## src/rtl/fp_mul_arbiter_if.sv

```systemverilog
// Requester and multiplier signals of the shared FP multiplier arbiter.
// The slave modport is the arbiter's view; master is the surrounding system.
interface fp_mul_arbiter_if #(
  parameter int N = 4
);
  logic [N-1:0]    req;
  logic [32*N-1:0] req_op1;
  logic [32*N-1:0] req_op2;
  logic [N-1:0]    ack;
  logic [N-1:0]    rsp_valid;
  logic [31:0]     rsp_res;
  logic            rsp_err;
  logic            busy;
  logic            mul_ready;
  logic [31:0]     mul_op1;
  logic [31:0]     mul_op2;
  logic [31:0]     mul_res;
  logic            mul_done;

  modport slave (
    input  req, req_op1, req_op2,
    input  mul_res, mul_done,
    output ack, rsp_valid, rsp_res, rsp_err,
    output busy, mul_ready, mul_op1, mul_op2
  );

  modport master (
    output req, req_op1, req_op2,
    output mul_res, mul_done,
    input  ack, rsp_valid, rsp_res, rsp_err,
    input  busy, mul_ready, mul_op1, mul_op2
  );
endinterface

```

## src/rtl/fp_mul_arbiter.sv

```systemverilog
// Round-robin sharing of one single-precision multiplier among N users,
// with a quiet-NaN error response when the multiplier does not answer.
module fp_mul_arbiter #(
  parameter int N       = 4,
  parameter int TIMEOUT = 64
) (
  input logic           clk,
  input logic           rst,
  fp_mul_arbiter_if.slave bus
);
  localparam int IW = $clog2(N);
  localparam int CW = $clog2(TIMEOUT + 1);

  typedef enum logic [1:0] {
    IDLE,
    WAIT,
    RESP
  } state_t;

  state_t        state;
  logic [IW-1:0] last;
  logic [IW-1:0] owner;
  logic [IW-1:0] win;
  logic [CW-1:0] cnt;

  // Scan downwards so the nearest requester after last wins.
  always_comb begin
    win = last;
    for (int i = N; i >= 1; i--) begin
      if (bus.req[(int'(last) + i) % N]) begin
        win = IW'((int'(last) + i) % N);
      end
    end
  end

  always_ff @(posedge clk or negedge rst) begin
    if (!rst) begin
      state         <= IDLE;
      last          <= IW'(N - 1);
      owner         <= '0;
      cnt           <= '0;
      bus.ack       <= '0;
      bus.rsp_valid <= '0;
      bus.rsp_res   <= '0;
      bus.rsp_err   <= 1'b0;
      bus.busy      <= 1'b0;
      bus.mul_ready <= 1'b0;
      bus.mul_op1   <= '0;
      bus.mul_op2   <= '0;
    end else begin
      unique case (state)
        IDLE: begin
          if (|bus.req) begin
            bus.mul_op1   <= bus.req_op1[32*win +: 32];
            bus.mul_op2   <= bus.req_op2[32*win +: 32];
            bus.ack       <= N'(1) << win;
            bus.mul_ready <= 1'b1;
            bus.busy      <= 1'b1;
            owner         <= win;
            cnt           <= '0;
            state         <= WAIT;
          end
        end
        WAIT: begin
          bus.ack       <= '0;
          bus.mul_ready <= 1'b0;
          cnt           <= cnt + CW'(1);
          // A done seen alongside the start pulse is stale.
          if (!bus.mul_ready) begin
            if (bus.mul_done) begin
              bus.rsp_valid <= N'(1) << owner;
              bus.rsp_res   <= bus.mul_res;
              bus.rsp_err   <= 1'b0;
              state         <= RESP;
            end else if (cnt == CW'(TIMEOUT - 1)) begin
              bus.rsp_valid <= N'(1) << owner;
              bus.rsp_res   <= 32'h7FC0_0000;
              bus.rsp_err   <= 1'b1;
              state         <= RESP;
            end
          end
        end
        RESP: begin
          bus.rsp_valid <= '0;
          bus.rsp_err   <= 1'b0;
          bus.busy      <= 1'b0;
          last          <= owner;
          state         <= IDLE;
        end
        default: state <= IDLE;
      endcase
    end
  end
endmodule
```

## src/flat_wrapper.sv

```systemverilog
// flat-port wrapper written by rule: the top's interface ports become plain ports
module fp_mul_arbiter_flat 
#(
  parameter int N       = 4,
  parameter int TIMEOUT = 64
)
  (clk, rst, bus_req, bus_req_op1, bus_req_op2, bus_mul_res, bus_mul_done, bus_ack, bus_rsp_valid, bus_rsp_res, bus_rsp_err, bus_busy, bus_mul_ready, bus_mul_op1, bus_mul_op2);
  fp_mul_arbiter_if #(.N(N)) bus_i ();
  input logic clk;
  input logic rst;
  input wire logic [$bits(bus_i.req)-1:0] bus_req;
  input wire logic [$bits(bus_i.req_op1)-1:0] bus_req_op1;
  input wire logic [$bits(bus_i.req_op2)-1:0] bus_req_op2;
  input wire logic [$bits(bus_i.mul_res)-1:0] bus_mul_res;
  input wire logic [$bits(bus_i.mul_done)-1:0] bus_mul_done;
  output wire logic [$bits(bus_i.ack)-1:0] bus_ack;
  output wire logic [$bits(bus_i.rsp_valid)-1:0] bus_rsp_valid;
  output wire logic [$bits(bus_i.rsp_res)-1:0] bus_rsp_res;
  output wire logic [$bits(bus_i.rsp_err)-1:0] bus_rsp_err;
  output wire logic [$bits(bus_i.busy)-1:0] bus_busy;
  output wire logic [$bits(bus_i.mul_ready)-1:0] bus_mul_ready;
  output wire logic [$bits(bus_i.mul_op1)-1:0] bus_mul_op1;
  output wire logic [$bits(bus_i.mul_op2)-1:0] bus_mul_op2;
  assign bus_i.req = bus_req;
  assign bus_i.req_op1 = bus_req_op1;
  assign bus_i.req_op2 = bus_req_op2;
  assign bus_i.mul_res = bus_mul_res;
  assign bus_i.mul_done = bus_mul_done;
  assign bus_ack = bus_i.ack;
  assign bus_rsp_valid = bus_i.rsp_valid;
  assign bus_rsp_res = bus_i.rsp_res;
  assign bus_rsp_err = bus_i.rsp_err;
  assign bus_busy = bus_i.busy;
  assign bus_mul_ready = bus_i.mul_ready;
  assign bus_mul_op1 = bus_i.mul_op1;
  assign bus_mul_op2 = bus_i.mul_op2;
  fp_mul_arbiter #(.N(N), .TIMEOUT(TIMEOUT)) u_core (.clk(clk), .rst(rst), .bus(bus_i));
endmodule
```

## config.mk

```make
export PLATFORM = sky130hd
export DESIGN_NAME = fp_mul_arbiter_flat
export DESIGN_NICKNAME = d
export VERILOG_FILES = /design/src/rtl/fp_mul_arbiter_if.sv /design/src/rtl/fp_mul_arbiter.sv /design/src/flat_wrapper.sv
export SDC_FILE = /design/constraint.sdc
export NUM_CORES = 1
export LEC_CHECK = 0
export CAP_MARGIN = 40
export CORE_AREA = 2 2 158 160
export DETAILED_ROUTE_END_ITERATION = 10
export DIE_AREA = 0 0 160 162
export GPL_ROUTABILITY_DRIVEN = 0
export PLACE_DENSITY = 0.61
export SYNTH_ARGS = -nofsm -noshare
export SYNTH_HDL_FRONTEND = slang
export SYNTH_SLANG_ARGS = --single-unit
```

## constraint.sdc

```tcl
create_clock -name clk -period 3.2 [get_ports clk]
set_input_delay 0.32 -clock clk [delete_from_list [all_inputs] [get_ports clk]]
set_output_delay 0.32 -clock clk [all_outputs]
set_load 0.05 [all_outputs]
```

==> flow_metrics.tcl <==
set metrics [dict create \
    outcome "finished, final reports clean" \
    clk_latency_ps 410 \
    path_buf_inv 2 \
    timing.setup.tns_ps 0 \
    crit_chain "clkdlybuf4s50_1, nor4_1, or3_1, a21oi_4, buf_12, a211oi_1" \
    timing.max_cap.violations 0 \
    synthTopCellsByCount "118 x dfrtp_1, 74 x a211oi_1, 69 x nor2_1, 67 x inv_1, 67 x nand2_1" \
    syn-num-nets 1054 \
    routed_wl_mm 28.3 \
    path_max_fanout 47 \
    cts.reportedPaths.clkPinSlew_ps 60 \
    syn_avg_cell_area_sq_um 9.28 \
    die-height_um 162 \
    cpMaxStageDelayCell "a21oi_4" \
    die_width_um 160 \
    route.detailed.drc 0 \
    critical_path.reg2reg.endpoint "u_core.bus.mul_op1[27]" \
    synth_edf_count 0 \
    wl_met3_mm 1.92 \
    timing.slew.headroom_pct 43.3 \
    wl_met2_mm 14.0 \
    worst_slew_pin_slew_ps 850 \
    path_delay_family "buffers and inverters" \
    cts_root_buffer "clkbuf_16" \
    io_buffers 401 \
    worstReg2RegStart "u_core.last[1]" \
    cp.arrival_ps 2610 \
    hold_viol 0 \
    antenna_found_initial 1 \
    dieArea_sq_um 25900 \
    num_vias 7150 \
    nFillCells 2343 \
    cts_setup_buffers 0 \
    hpwl_mm 20.7 \
    period_share_pct 73.1 \
    cpPeakStageDelay_ps 670 \
    postRouteAntennaNets 0 \
    core-area_sq_um 24100 \
    cts_max_level 4 \
    crit_path_start_kind "primary input" \
    nNetsFinal 1419 \
    syn_inst 758 \
    syn_area_sq_um 7030 \
    area_delta_synth_final_pct 69.4 \
    num_rows 57 \
    stdcell_area_sq_um 11900 \
    synthDistinctLibCells 36 \
    firstDrtPassIters 6 \
    grt_pass1_vias 7319 \
    ff2ff_setup_slack_ps 890 \
    rsz0062_at_grt "no" \
    crit_cells 6 \
    clockBufferDepth 2 \
    ys.flop_type "dfrtp_1" \
    yosys_warnings 0 \
    drt-met1-wl_mm 11.5 \
    routed.top_layer "met4" \
    path_class "in2reg" \
    multi_input_area_sq_um 3430 \
    fin_crit_ps 2340 \
    synthTopCellsByArea "dfrtp_1 42%, a211oi_2 9.6%, mux2i_1 9.1%" \
    crit_path_end_kind "flip-flop" \
    vias_per_cell 4.89 \
    slew_violations 0 \
    regArea_sq_um 3010 \
    async_flop_share_pct 100 \
    grt_max_degree 70 \
    yosys.area.top_type "dfrtp_1" \
    clock_sinks 120 \
    power_density_nw_per_um2 1020 \
    dr.first_iter.drc_count 390 \
    seq_area_frac_synth_pct 42.7 \
    hp-class "in2async" \
    finClkSkew_ps 6.80 \
    finalSetupViolations 0 \
    synth_top_area_share_pct 42.0 \
    start_util_pct 29.2 \
    max-vdd-ir-drop_mv 0.500 \
    p_leak_uw 0.00485 \
    grt_util_all_layers_pct 21.3 \
    synth_most_common_cell "dfrtp_1" \
    numCtsBuffers 17 \
    crit_required_ps 3480 \
    grt-ovfl-total 0 \
    timing.fmax_mhz 428 \
    drive_above_1_share_pct 10.0 \
    cts_tree "built" \
    wire_per_inst_um 19.4 \
    dpl-instance-area_sq_um 11300 \
    grt_first_pass_wirelength_mm 42.9 \
    ys_ff_latch 120 \
    io_pins 402 \
    r2r_cells 6 \
]
==> kinds of logic (layout without fill, tap and decap cells) <==
kind of cell	Yosys count	in the layout	share of synthesized area [%]
compound gates	256	256	28.3
simple gates	175	175	10.5
buf+inv	140	518	8.84
flops	120	120	42.7
mux	66	66	9.43
fa+ha+maj	1	1	0.178
other cells	0	1	0
==> sequential cells by signal, indices dropped and copies added (netlist names) <==
register,cells
u_core.bus.mul_op1,32
u_core.bus.rsp_err,1
u_core.bus.mul_ready,1
u_core.bus.busy,1
u_core.owner,2
u_core.bus.ack,4
u_core.bus.rsp_res,32
u_core.bus.rsp_valid,4
u_core.state,2
u_core.bus.mul_op2,32
u_core.last,2
u_core.cnt,7
==> stage by stage <==
stage,hold WS [ps],util (%),power [uW],cells,worst slack [ps]
floorplan,24.4,-,7710,758,1400
global placement,461,46.9,10300,1426,496
detailed placement,335,47.0,10400,1427,427
CTS,432,49.4,12300,1460,839
global route,450,49.4,12800,1461,700
finish,434,49.4,12100,1461,861
==> timing repair <==
item,4_1_cts,5_1_grt
hold buffers,1,0
gates resized for setup,0,0
hold endpoints to repair,74,0
==> cells in the final DEF (no fill, tap or decap), drive strengths merged <==
master,instances
clkdlybuf4s50,400
a211oi,128
dfrtp,118
inv,73
nor2,69
nand2,67
a31oi,66
mux2i,64
o21ai,49
buf,18
clkbuf,17
nand3,13
nor2b,11
nand2b,7
clkinvlp,4
clkinv,4
nor3,3
a21oi,3
a21o,2
o21a,2
a32o,2
mux2,2
dfstp,2
diode,1
o211ai,1
nand3b,1
and3,1
nor4,1
or3,1
o31ai,1
nand4,1
o311ai,1
o41ai,1
ha,1
bufinv,1
dlygate4sd3,1
==> worst max path at each step <==
| stage | slack, ps | end | start |
|---|---|---|---|
| floorplan | 1400 | u_core.bus.mul_op2[24] | u_core.last[1] |
| CTS | 840 | u_core.bus.mul_op1[25] | u_core.last[1] |
| finish | 860 | u_core.bus.mul_op1[19] | bus_req[3] |
| global route | 700 | u_core.bus.mul_op1[29] | u_core.last[1] |
| detailed placement | 430 | u_core.bus.mul_op1[19] | bus_req[3] |
| global placement | 500 | u_core.bus.mul_op1[10] | bus_req[3] |
==> report_power, final <==
group | switching, uW | internal, uW | total [uW]
sequential | 454 | 2270 | 2720
combinational | 4890 | 2650 | 7540
clock | 785 | 1080 | 1870
==> tightest hold or removal path, stage by stage <==
cell	delay [ps]
dlygate4sd3_1	520
buf_4	130
buf_16	260
==> per-layer routing <==
| metal | up-vias | global-route usage [%] |
|---|---|---|
| met5 | - | 0 |
| met4 | 0 | 8.35 |
| met3 | 44 | 5.39 |
| met2 | 308 | 36.1 |
| met1 | 3343 | 26.2 |
| li1 | 3455 | - |
==> final cells by class <==
type                    instances  share of cell area [%]
inverters                      67                    2.11
well taps                     324                    3.40
flip-flops and latches        120                    25.2
repair buffers                419                    35.6
clock inverters                15                    1.18
clock buffers                  17                    3.57
multi-input cells             498                    28.8
diodes                          1                  0.0210
No activity file was read; power rests on OpenSTA's default activity.
==> patch: new RTL, same settings <==
Re-encode `state_t` (3 states) as one-hot, 3 bits wide.
--- a/src/rtl/fp_mul_arbiter.sv
+++ b/src/rtl/fp_mul_arbiter.sv
@@ -11,10 +11,10 @@
   localparam int IW = $clog2(N);
   localparam int CW = $clog2(TIMEOUT + 1);
 
-  typedef enum logic [1:0] {
-    IDLE,
-    WAIT,
-    RESP
+  typedef enum logic [2:0] {
+    IDLE = 3'b001,
+    WAIT = 3'b010,
+    RESP = 3'b100
   } state_t;
 
   state_t        state;
Check against the original RTL: same outputs for any inputs over 4 cycles, from zero or initial values and one cycle with rst low; so few cycles prove little.
==> patch against the unedited design <==
- critical path depth did not move
- power fell by 6.6%
- cell area fell by 2.4%
- area after synthesis is 5.2% lower
- routed wire length is 1.5% lower
- count of clock-buffer cells in the layout unchanged
- worst setup slack lost 200 ps
- sequential power shrank 3%
- non-clock buffer count is 3 higher
- fmax is 7.8% lower
- worst hold slack improved by 21 ps
- global-route usage decreased by 0.27 points
- sequential cell count rose by 1
- largest cell class unchanged
- largest power group unchanged
==> patch: results <==
export IMPL_yosysWarnings=0
export IMPL_crit_path_start_kind="register"
export IMPL_gr_total_overflow=0
export IMPL_p_leak_uw=0.00448
export IMPL_clk_pin_slew_ps=70
export IMPL_firstDrtPassIters=4
export IMPL_async_flop_share=1.00
export IMPL_wl_per_cell_um=20.0
export IMPL_critical_path_max_stage_delay_ps=770
export IMPL_layout_drive_gt1_share=0.0662
export IMPL_grt_pass1_wl_um=42200
export IMPL_clkLatencyLatePin_ps=420
export IMPL_fin_hold_ws_ps=455
export IMPL_synthFlopType="dfrtp_1"
export IMPL_ff2ff_path_depth=6
export IMPL_synth_net_count=982
export IMPL_fin_skew_ps=11.7
export IMPL_r2r_slack_ps=660
export IMPL_r2r_start="u_core.last[0]"
export IMPL_critical_path_slowest_cell="o31ai_4"
export IMPL_fill_cells=2381
export IMPL_antenna_found_initial=0
export IMPL_holdPathEnd="u_core.bus.rsp_res[1]"
export IMPL_yosys_top_cells_count="a211oi_1 (128), dfrtp_1 (118), nor2_1 (87)"
export IMPL_hold_depth=3
export IMPL_worstPathMaxFanout=20
export IMPL_diodes=0
export IMPL_cts_root_buf="clkbuf_16"
export IMPL_grt_max_degree=53
export IMPL_top_regs="u_core.bus.mul_op1 x32, u_core.bus.mul_op2 x32, u_core.bus.rsp_res x32"
export IMPL_num_vias=7001
export IMPL_irDropWorstVdd_uv=393
export IMPL_status="complete, no violations"
export IMPL_post_cts_buffers=0
export IMPL_io_buffer_count=401
export IMPL_yosys_top_cells_area="dfrtp_1 (44%), a211oi_1 (14%), mux2i_1 (9.6%)"
export IMPL_cts_hold_buffers=1
export IMPL_grt_usage=0.211
export IMPL_cts_made_buffers=17
export IMPL_clockBufferDepth=2
export IMPL_hpwl_um=20000
export IMPL_hold_start="bus_mul_res[1]"
export IMPL_first_global_vias=7122
export IMPL_min_path_type="in -> reg"
export IMPL_crit_end="u_core.bus.mul_op1[28]"
export IMPL_p_clk_uw=1890
export IMPL_synth_cell_types=39
export IMPL_p_sw_frac=0.499
export IMPL_layout_nets=1355
export IMPL_drtIter0Drc=392
export IMPL_worst_slew_margin_rel=0.383
export IMPL_synth_seq_area_share=0.455
export IMPL_cts_repair_resized=0
export IMPL_htree_levels=4
export IMPL_comb_power_share=0.601
export IMPL_crit_arrival_ps=2850
export IMPL_drv_cap=0
## patch: cell count changes in the layout (fill, tap and decap cells not counted), moves of 17 or more
| cell | change |
|---|---|
| a31oi_1 | -66 |
| nor4b_1 | +64 |
| nor2_1 | +18 |
| a211oi_1 | +54 |
| inv_1 | -67 |
| o21ai_0 | -36 |
| nand3_1 | +17 |
| a211oi_2 | -54 |
## patch: metal layers
layer	global-route usage	part of all wire	vias to the layer above	wire length, um
met3	0.0526	0.067	32	1860
met5	0	0	-	0
met2	0.371	0.50	301	14000
met4	0.0598	0.016	0	446
met1	0.256	0.42	3359	11600
li1	-	-	3309	-
## patch: logic make-up (layout without fill, tap and decap cells)
group	after synthesis	after routing	share of synthesized area
and+or+nand+nor	270	270	0.222
AOI/OAI and AO/OA	155	155	0.170
DFF	121	121	0.455
buffers and inverters	70	456	0.0486
muxes	66	66	0.0995
xor gates and xnor gates	3	3	0.00394
adders and majority gates	1	1	0.00188
## patch: final cells by class
cell class / instances / area (um^2) / share of cell area
sequential: 121 / 3030 / 0.261
multi-input combinational: 495 / 3360 / 0.290
tap: 324 / 405 / 0.0349
inverter: 2 / 7.51 / 0.000646
timing repair buffer: 422 / 4230 / 0.364
clock inverter: 15 / 150 / 0.0129
clock buffer: 17 / 425 / 0.0366
## patch: metrics by stage
step	power (uW)	worst slack, ps	cells	cell area, um^2
after global routing	11900	483	1396	11600
final	11300	663	1396	11600
after global placement	9460	366	1363	11000
after floorplan	6950	1280	686	6670
after detailed placement	9510	294	1363	11000
after CTS	11500	616	1396	11600
## patch: critical path: cells and delay by family (launching register included)
family | cells | cell delay, ps
simple gates | 1 | 190
buf+inv | 1 | 410
compound gates | 4 | 1270
flops | 1 | 560
